## config.mk

```make
export PLATFORM = sky130hd
export DESIGN_NAME = hack_fetch_queue
export DESIGN_NICKNAME = d
export VERILOG_FILES = /design/src/rtl/hack_pkg.sv /design/src/rtl/hack_fifo_ram.sv /design/src/rtl/hack_fetch_queue.sv
export SDC_FILE = /design/constraint.sdc
export NUM_CORES = 1
export LEC_CHECK = 0
export CORE_MARGIN = 2
export CORE_UTILIZATION = 30
export CTS_CLUSTER_DIAMETER = 100
export DETAILED_ROUTE_END_ITERATION = 10
export PLACE_DENSITY = 0.52
export SYNTH_ARGS = -nofsm -noshare
export SYNTH_HDL_FRONTEND = slang
export SYNTH_SLANG_ARGS = --single-unit
export TNS_END_PERCENT = 100
```

## constraint.sdc

```tcl
create_clock -name clk -period 6 [get_ports clk]
set_input_delay 1.2 -clock clk [delete_from_list [all_inputs] [get_ports clk]]
set_output_delay 1.2 -clock clk [all_outputs]
set_load 0.01 [all_outputs]
```

## src/rtl/hack_pkg.sv

```systemverilog
// Shared defaults and the queue entry layout for the Hack instruction fetch path.
package hack_pkg;

   localparam int unsigned DEF_DATA_W   = 16;
   localparam int unsigned DEF_ADDR_W   = 15;
   localparam int unsigned DEF_RESET_PC = 0;

   typedef struct packed {
      logic [DEF_DATA_W-1:0] instr;
      logic [DEF_ADDR_W-1:0] pc;
   } fetch_entry_t;

endpackage

```

## src/rtl/hack_fifo_ram.sv

```systemverilog
// DEPTH-entry register array for the fetch queue: one write port, one
// combinational read port, and a synchronous whole-array clear.
module hack_fifo_ram #(
   parameter int unsigned WIDTH = 31,
   parameter int unsigned DEPTH = 4,
   parameter int unsigned PTR_W = $clog2(DEPTH)
) (
   input  logic             clk,
   input  logic             reset,
   input  logic             clr,
   input  logic             we,
   input  logic [PTR_W-1:0] waddr,
   input  logic [WIDTH-1:0] wdata,
   input  logic [PTR_W-1:0] raddr,
   output logic [WIDTH-1:0] rdata
);

   logic [WIDTH-1:0] mem [DEPTH];

   always_ff @(posedge clk or posedge reset) begin
      if (reset) begin
         for (int unsigned i = 0; i < DEPTH; i++) mem[i] <= '0;
      end else if (clr) begin
         for (int unsigned i = 0; i < DEPTH; i++) mem[i] <= '0;
      end else if (we) begin
         mem[waddr] <= wdata;
      end
   end

   assign rdata = mem[raddr];

endmodule

```

## src/rtl/hack_fetch_queue.sv

```systemverilog
// Instruction prefetch queue between the 1-cycle synchronous ROM and the Hack CPU,
// with jump flush and cancellation of the in-flight ROM word.
module hack_fetch_queue
   import hack_pkg::*;
#(
   parameter int unsigned DATA_W   = DEF_DATA_W,
   parameter int unsigned ADDR_W   = DEF_ADDR_W,
   parameter int unsigned DEPTH    = 4,
   parameter int unsigned RESET_PC = DEF_RESET_PC
) (
   input  logic                       clk,
   input  logic                       reset,
   output logic [ADDR_W-1:0]          rom_addr,
   output logic                       rom_rd,
   input  logic [DATA_W-1:0]          rom_data,
   input  logic                       pop,
   input  logic                       jmp,
   input  logic [ADDR_W-1:0]          jmp_addr,
   output logic [DATA_W-1:0]          instruction,
   output logic [ADDR_W-1:0]          instr_pc,
   output logic                       instr_valid,
   output logic                       stall,
   output logic [$clog2(DEPTH):0]     level
);

   localparam int unsigned PTR_W = $clog2(DEPTH);
   localparam int unsigned LVL_W = PTR_W + 1;
   localparam int unsigned ENT_W = DATA_W + ADDR_W;

   logic [ADDR_W-1:0] fetch_pc;
   logic [ADDR_W-1:0] inflight_pc;
   logic              inflight;
   logic [PTR_W-1:0]  head;
   logic [PTR_W-1:0]  tail;
   logic [LVL_W-1:0]  count;

   logic              pop_ok;
   logic              refill;
   logic              issue;
   logic [LVL_W-1:0]  occ_next;
   logic [LVL_W-1:0]  count_next;
   logic [PTR_W-1:0]  head_next;
   logic [ENT_W-1:0]  new_entry;
   logic [ENT_W-1:0]  rd_entry;
   logic [ENT_W-1:0]  head_entry_next;

   always_comb begin
      pop_ok     = pop & instr_valid & ~jmp;
      refill     = inflight & ~jmp;
      // The returning word is the only outstanding read, so occupancy after
      // this edge bounds whether another issue still fits.
      occ_next   = count + LVL_W'(refill) - LVL_W'(pop_ok);
      issue      = ~reset & ~jmp & (occ_next < LVL_W'(DEPTH));
      count_next = jmp ? '0 : occ_next;
      head_next  = head + PTR_W'(pop_ok);
      new_entry  = {rom_data, inflight_pc};
      // A word landing in a queue that is empty after this pop bypasses the array.
      if (refill && ((count - LVL_W'(pop_ok)) == '0)) head_entry_next = new_entry;
      else                                            head_entry_next = rd_entry;
   end

   hack_fifo_ram #(
      .WIDTH (ENT_W),
      .DEPTH (DEPTH),
      .PTR_W (PTR_W)
   ) u_ram (
      .clk   (clk),
      .reset (reset),
      .clr   (jmp),
      .we    (refill),
      .waddr (tail),
      .wdata (new_entry),
      .raddr (head_next),
      .rdata (rd_entry)
   );

   always_ff @(posedge clk or posedge reset) begin
      if (reset) begin
         fetch_pc    <= ADDR_W'(RESET_PC);
         inflight    <= 1'b0;
         inflight_pc <= ADDR_W'(RESET_PC);
         head        <= '0;
         tail        <= '0;
         count       <= '0;
         instr_valid <= 1'b0;
         instruction <= '0;
         instr_pc    <= ADDR_W'(RESET_PC);
      end else begin
         if (jmp)        fetch_pc <= jmp_addr;
         else if (issue) fetch_pc <= fetch_pc + ADDR_W'(1);
         inflight <= issue;
         if (issue) inflight_pc <= fetch_pc;
         if (jmp) begin
            head <= '0;
            tail <= '0;
         end else begin
            head <= head_next;
            if (refill) tail <= tail + PTR_W'(1);
         end
         count       <= count_next;
         instr_valid <= (count_next != '0);
         if (count_next != '0) {instruction, instr_pc} <= head_entry_next;
      end
   end

   always_ff @(posedge clk) begin
      if (!reset && refill) assert (count < LVL_W'(DEPTH));
   end

   assign rom_addr = fetch_pc;
   assign rom_rd   = issue;
   assign stall    = ~instr_valid;
   assign level    = count;

endmodule

```

**After elaboration in Yosys (flattened, before gate mapping)**

Index checks and enable logic that the tools add are counted.

- Logic and storage cells: 54
- Output and inout port bits: 52
- Flip-flop bits (word level): 194

- Reductions and logical operators: 6
- Order comparisons: 4
- Bitwise logic cells: 10
- Add/subtract/negate cells: 6
- Mux-type cells: 15

Operators by type and width:

| cell | count |
|---|---|
| 124-bit two-way mux | 2 |
| 124-bit bitwise mux | 1 |
| 31-bit two-way mux | 4 |
| 31-bit binary-select mux with 2-bit select | 1 |
| 31-bit demux with 2-bit select | 1 |
| 15-bit two-way mux | 2 |
| 15-bit by 1-bit adder with 15-bit output, second input constant | 1 |
| 3-bit greater-or-equal comparator, second input constant | 2 |
| 2-bit two-way mux | 3 |
| 2-bit NOT with 3-bit output | 2 |
| 3-bit by 1-bit subtractor with 3-bit output | 2 |
| 1-bit bitwise AND | 5 |
| 2-bit nonzero test | 2 |
| 3-bit by 1-bit adder with 3-bit output | 1 |
| 3-bit zero test | 1 |
| 3-bit by 1-bit less-than comparator with 1-bit output, second input constant | 1 |
| 3-bit less-than comparator, second input constant | 1 |
| 3-bit two-way mux | 1 |
| 1-bit NOT | 3 |
| 3-bit nonzero test | 1 |
| 2-bit by 1-bit adder with 2-bit output | 1 |
| 2-bit by 1-bit adder with 2-bit output, second input constant | 1 |
| 1-bit logical AND | 2 |

**Longest topological paths before layout**

- Word-level depth: 8
- Depth in mapped cells: 12

**Hierarchy**

Synthesis repeated with hierarchy kept, for this count alone.

- Cell total of the unflattened synthesis: 781
- Area, all modules: 9566.7 um^2

Modules (own cells, without submodules):

| module | area each (um^2) | seq. area each (um^2) | cells an instance | instances |
|---|---|---|---|---|
| hack_fifo_ram | 6256.0 | 3103.0 | 478 | 1 |
| hack_fetch_queue | 3310.7 | 1751.7 | 303 | 1 |

**Worst setup path before layout**

Ideal clock, no wire load.

- Path kind: input to output
- Start point: in jmp
- End point: out rom_rd
- Cell stages on the path: 9
- Data arrival time: 3135 ps
- Required time: 4800 ps
- Slack: 1665 ps
- Path through: buf_1 clkbuf_1 nor2_1 ha_1 inv_1 fa_1 xor3_2 nor3_4 buf_6

- Word-level cells in the longest chain between the ends: 6

RTL lines:

| what | RTL line | text |
|---|---|---|
| from (decl) | hack_fetch_queue.sv:17 | `input logic jmp,` |
| 1-bit NOT (*) | hack_fetch_queue.sv:48, hack_fetch_queue.sv:49, hack_fetch_queue.sv:53 |  |
| 1-bit bitwise AND | hack_fetch_queue.sv:49 | `refill = inflight & ~jmp;` |
| 3-bit by 1-bit adder with 3-bit output | hack_fetch_queue.sv:52 | `occ_next = count + LVL_W'(refill) - LVL_W'(pop_ok);` |
| 3-bit by 1-bit subtractor with 3-bit output | hack_fetch_queue.sv:52 |  |
| 3-bit less-than comparator | hack_fetch_queue.sv:53 | `issue = ~reset & ~jmp & (occ_next < LVL_W'(DEPTH));` |
| 1-bit bitwise AND (*) | hack_fetch_queue.sv:53 |  |
| to (decl) | hack_fetch_queue.sv:14 | `output logic rom_rd,` |

Mark *: on every way between the ends. The rest lies on a longest branch, timed or not.

**Final worst setup path**

- Start point: in pop
- End point: out rom_rd

- Word-level cells in the longest chain between the ends: 5

RTL lines:

| what | RTL line | text |
|---|---|---|
| from (decl) | hack_fetch_queue.sv:16 | `input logic pop,` |
| 1-bit bitwise AND (2 in a row) | hack_fetch_queue.sv:48 | `pop_ok = pop & instr_valid & ~jmp;` |
| 3-bit by 1-bit subtractor with 3-bit output | hack_fetch_queue.sv:52 |  |
| 3-bit less-than comparator | hack_fetch_queue.sv:53 |  |
| 1-bit bitwise AND | hack_fetch_queue.sv:53 |  |

Every way passes these cells.

==> metrics.md <==
| Metric | Value |
|---|---|
| Status | `completed` |
| Core ar. | `29500 µm²` |
| Cell Int Power | `~2.7 mW` |
| GRT Total Usage | `0.165` |
| Final worst path period share | `0.846` |
| Total power | `4.11 mW` |
| Pre-antenna DRT Iters | `7` |
| Met2 wire len | `11.4 mm` |
| Clk slew on worst S/H paths | `0.06 ns` |
| Vias in the first global route | `7083` |
| Post-DR vias/cell | `4.95` |
| Arrival time of the worst setup path | `3.88 ns` |
| Sequence of cells on the critical path | `clkdlybuf4s50_1 > nand2_1 > xor2_1 > nor2_1 > ha_1 > inv_1 > fa_1 > xor3_2 > nor3_4 > clkdlybuf4s50_1` |
| CTS tree | `done` |
| Gr ovfl total | `0` |
| Comb pwr share | `0.291` |
| # fillers | `between 3000 and 4000` |
| Critical Path RT | `4.80 ns` |
| WL final | `roughly 25 mm` |
| Critical path buffers and inverters | `3` |
| Switching Share | `0.340` |
| Post-CTS sizing | `0` |
| Final hold vios | `0` |
| DIE AREA | `31100 µm²` |
| Setup TNS | `0 ns` |
| Post-Synthesis Cell Area | `8920 µm²` |
| Die X | `roughly 180 µm` |
| Cell variety after synth | `44` |
| Clock Power Share | `0.281` |
| WL met1 | `approximately 12 mm` |
| Maximum vdd drop | `between 0.2 and 0.25 mV` |
| RePlAce Congestion | `0.745` |
| Cell Pwr Density | `384 nW/µm²` |
| YS warnings | `0` |
| CP Capture Type | `output pin` |
| Largest fanout on the critical path | `4` |
| Final net count | `1059` |
| Lkg Pwr | `4.16 nW` |
| Clock root buffer | `clkbuf_16` |
| Critical path class | `input port to output pin` |
| Worst Tran Pin Value | `around 1.2 ns` |
| Max_cap viols | `0` |
| Async set-reset flop share out of synthesis | `1.00` |
| Syn Nets | `1013` |
| Hold Crit Class | `flip-flop to flip-flop` |
| Syn Area/Cell | `9.19 µm²` |
| Crit-path most repeated cell | `clkdlybuf4s50_1` |
| Crit-path leading delay family | `buffers and inverters` |
| Minimum clock period | `approximately 5.1 ns` |
| Share of power burned in registers | `0.428` |
| RSZ-0062 raised after global routing | `no` |
| Post-synthesis sequential area ratio | `0.544` |
| Synthesis-stage register bit count | `194` |
| CTS H-tree depth | `4` |
| DR vias | `7026` |
| Top Ports | `a little under 90` |
| Sw Pwr | `around 1.4 mW` |
| Synthesis-to-layout area growth | `20.1%` |
| Die height | `176 µm` |
| Largest net degree at the start of global routing | `98` |
| Initial antenna violation count | `0` |
| CP max stage delay | `0.60 ns` |
| Hold Buf Count CTS | `0` |
| Clock skew | `approximately 0.015 ns` |
| Share of cells above drive strength 1 | `0.0748` |
| Initial core utilization | `0.302` |
| Final setup viols | `0` |
| Ant diodes | `0` |
| # DRC | `0` |
| DP HPWL | `14.3 mm` |
| Met3 wire length | `about 1.3 mm` |
| CTS buffer count | `17` |
| Post-synth EDFFs | `0` |
| Post-CTS setup buffer count | `0` |
| CP Launch Type | `input port` |
| CTS max path bufs | `2` |
| Row cnt | `63` |
| First-pass GRT wire length | `around 40 mm` |
| Rel. slew slack | `0.230` |
| Antenna viol nets, final | `0` |
| Number of I/O port buffers | `86` |
| Max Used Layer | `met4` |
| WL per Instance | `around 17 µm` |
| Clk_lat worst skew | `0.44 ns` |
| Syn Inst Count | `between 900 and 1000` |
| Critical Path Slowest Stage Cell | `clkdlybuf4s50_1` |
| Max Fclk | `slightly below 0.2 GHz` |
| Final Max Tran Viols | `0` |
| CTS sink count | `between 150 and 200` |
| Main flop type after synthesis | `dfrtp_1` |
| Iter 0 DRT Violations | `558` |
==> tightest hold or removal path, cell delays in order (launching register included) <==
cell and delay (ns):
dfrtp_1 0.38, nand2_1 0.06, a21oi_1 0.05
==> per-stage QoR <==
| step | hold WS, ns | setup WS [ns] | cell area (µm²) | util | cells |
|---|---|---|---|---|---|
| 5_1_grt | 0.539 | 0.808 | 10700 | 0.363 | 1419 |
| 3_3_place_gp | 0.510 | 0.942 | 10100 | 0.344 | 1387 |
| 3_5_place_dp | 0.515 | 0.956 | 10100 | 0.344 | 1387 |
| 6_report | 0.522 | 0.923 | 10700 | 0.363 | 1419 |
| 2_1_floorplan | 0.501 | 1.66 | 8920 | - | 970 |
| 4_1_cts | 0.524 | 0.936 | 10700 | 0.363 | 1419 |
==> metal layers <==
metal | GRT usage | vias to the layer above
met5 | 0 | -
met1 | 0.231 | 3444
li1 | - | 3385
met4 | 0.0372 | 0
met3 | 0.0319 | 15
met2 | 0.263 | 182
==> synthesized netlist by cell type (all sizes together), types with 3 or more instances <==
cell type | n | area share
nand2 | 299 | 0.13
dfrtp | 194 | 0.54
a21oi | 146 | 0.082
clkbuf | 49 | 0.021
mux2i | 33 | 0.037
nor2 | 33 | 0.014
o21ai | 33 | 0.019
a31oi | 24 | 0.018
buf | 22 | 0.012
o221ai | 22 | 0.022
inv | 17 | 0.0072
mux2 | 15 | 0.019
xor2 | 14 | 0.014
nand3 | 9 | 0.0051
a221oi | 8 | 0.0079
o22ai | 8 | 0.0056
ha | 7 | 0.0098
xnor2 | 7 | 0.0069
and2 | 5 | 0.0035
and3 | 5 | 0.0035
nor3 | 3 | 0.0029
==> worst paths after layout <==
path	from	end	slack, ns	depth (start not counted)
worst max-delay path	pop	rom_rd	0.92	10
worst min-delay path	u_ram.mem[20]$_DFFE_PP0P_	u_ram.mem[20]$_DFFE_PP0P_	0.52	2
worst max register to register	inflight$_DFF_PP0_	instruction[11]$_DFFE_PP0P_	2.88	11
worst min register to register	u_ram.mem[20]$_DFFE_PP0P_	u_ram.mem[20]$_DFFE_PP0P_	0.52	2
max in group asynchronous	reset	u_ram.mem[19]$_DFFE_PP0P_	3.32	4
min in group asynchronous	reset	inflight_pc[5]$_DFFE_PP0P_	1.49	3
==> cells in the final DEF (no fill, tap or decap), types with 6 or more instances in the layout <==
cell	instances
a31oi_1	23
nand2_1	297
mux2_2	15
xnor2_1	6
o221ai_1	22
inv_1	15
xor2_1	14
clkdlybuf4s50_1	85
o22ai_1	8
clkbuf_16	17
ha_1	7
a221oi_1	8
buf_4	11
nand3_1	9
mux2i_1	33
dfrtp_1	193
o21ai_1	9
o21ai_0	24
a21oi_1	146
nor2_1	32
==> logic make-up after synthesis <==
group           Yosys count  synth area share
flops                   194             0.544
compound gates          247             0.159
simple gates            363             0.166
buf+inv                  88            0.0398
mux                      48            0.0560
fa+ha+maj                 8            0.0121
xor+xnor                 22            0.0234
==> sequential cells by signal, indices dropped and copies added, names as in the netlist <==
register,flops
head,2
inflight,1
inflight_pc,15
instr_pc,15
instr_valid,1
instruction,16
level,3
rom_addr,15
tail,2
u_ram.mem,124
==> power groups by stage <==
stage | Sequential, mW | Combinational, mW | Clock [mW]
4_1_cts | 1.76 | 1.22 | 1.19
3_5_place_dp | 1.78 | 1.22 | 0
6_report | 1.76 | 1.20 | 1.15
3_3_place_gp | 1.78 | 1.20 | 0
5_1_grt | 1.80 | 1.33 | 1.24
2_1_floorplan | 1.77 | 0.651 | 0
==> final cells by class <==
cell class / count / area [µm²] / share of cell area
sequential: 194 / 4860 / 0.453
multi-input combinational: 688 / 3750 / 0.350
timing repair buffer: 98 / 973 / 0.0909
tap: 390 / 488 / 0.0455
clock buffer: 18 / 429 / 0.0401
clock inverter: 14 / 154 / 0.0144
inverter: 17 / 67.6 / 0.00631
Note: power is estimated with default switching activity, not from simulation.
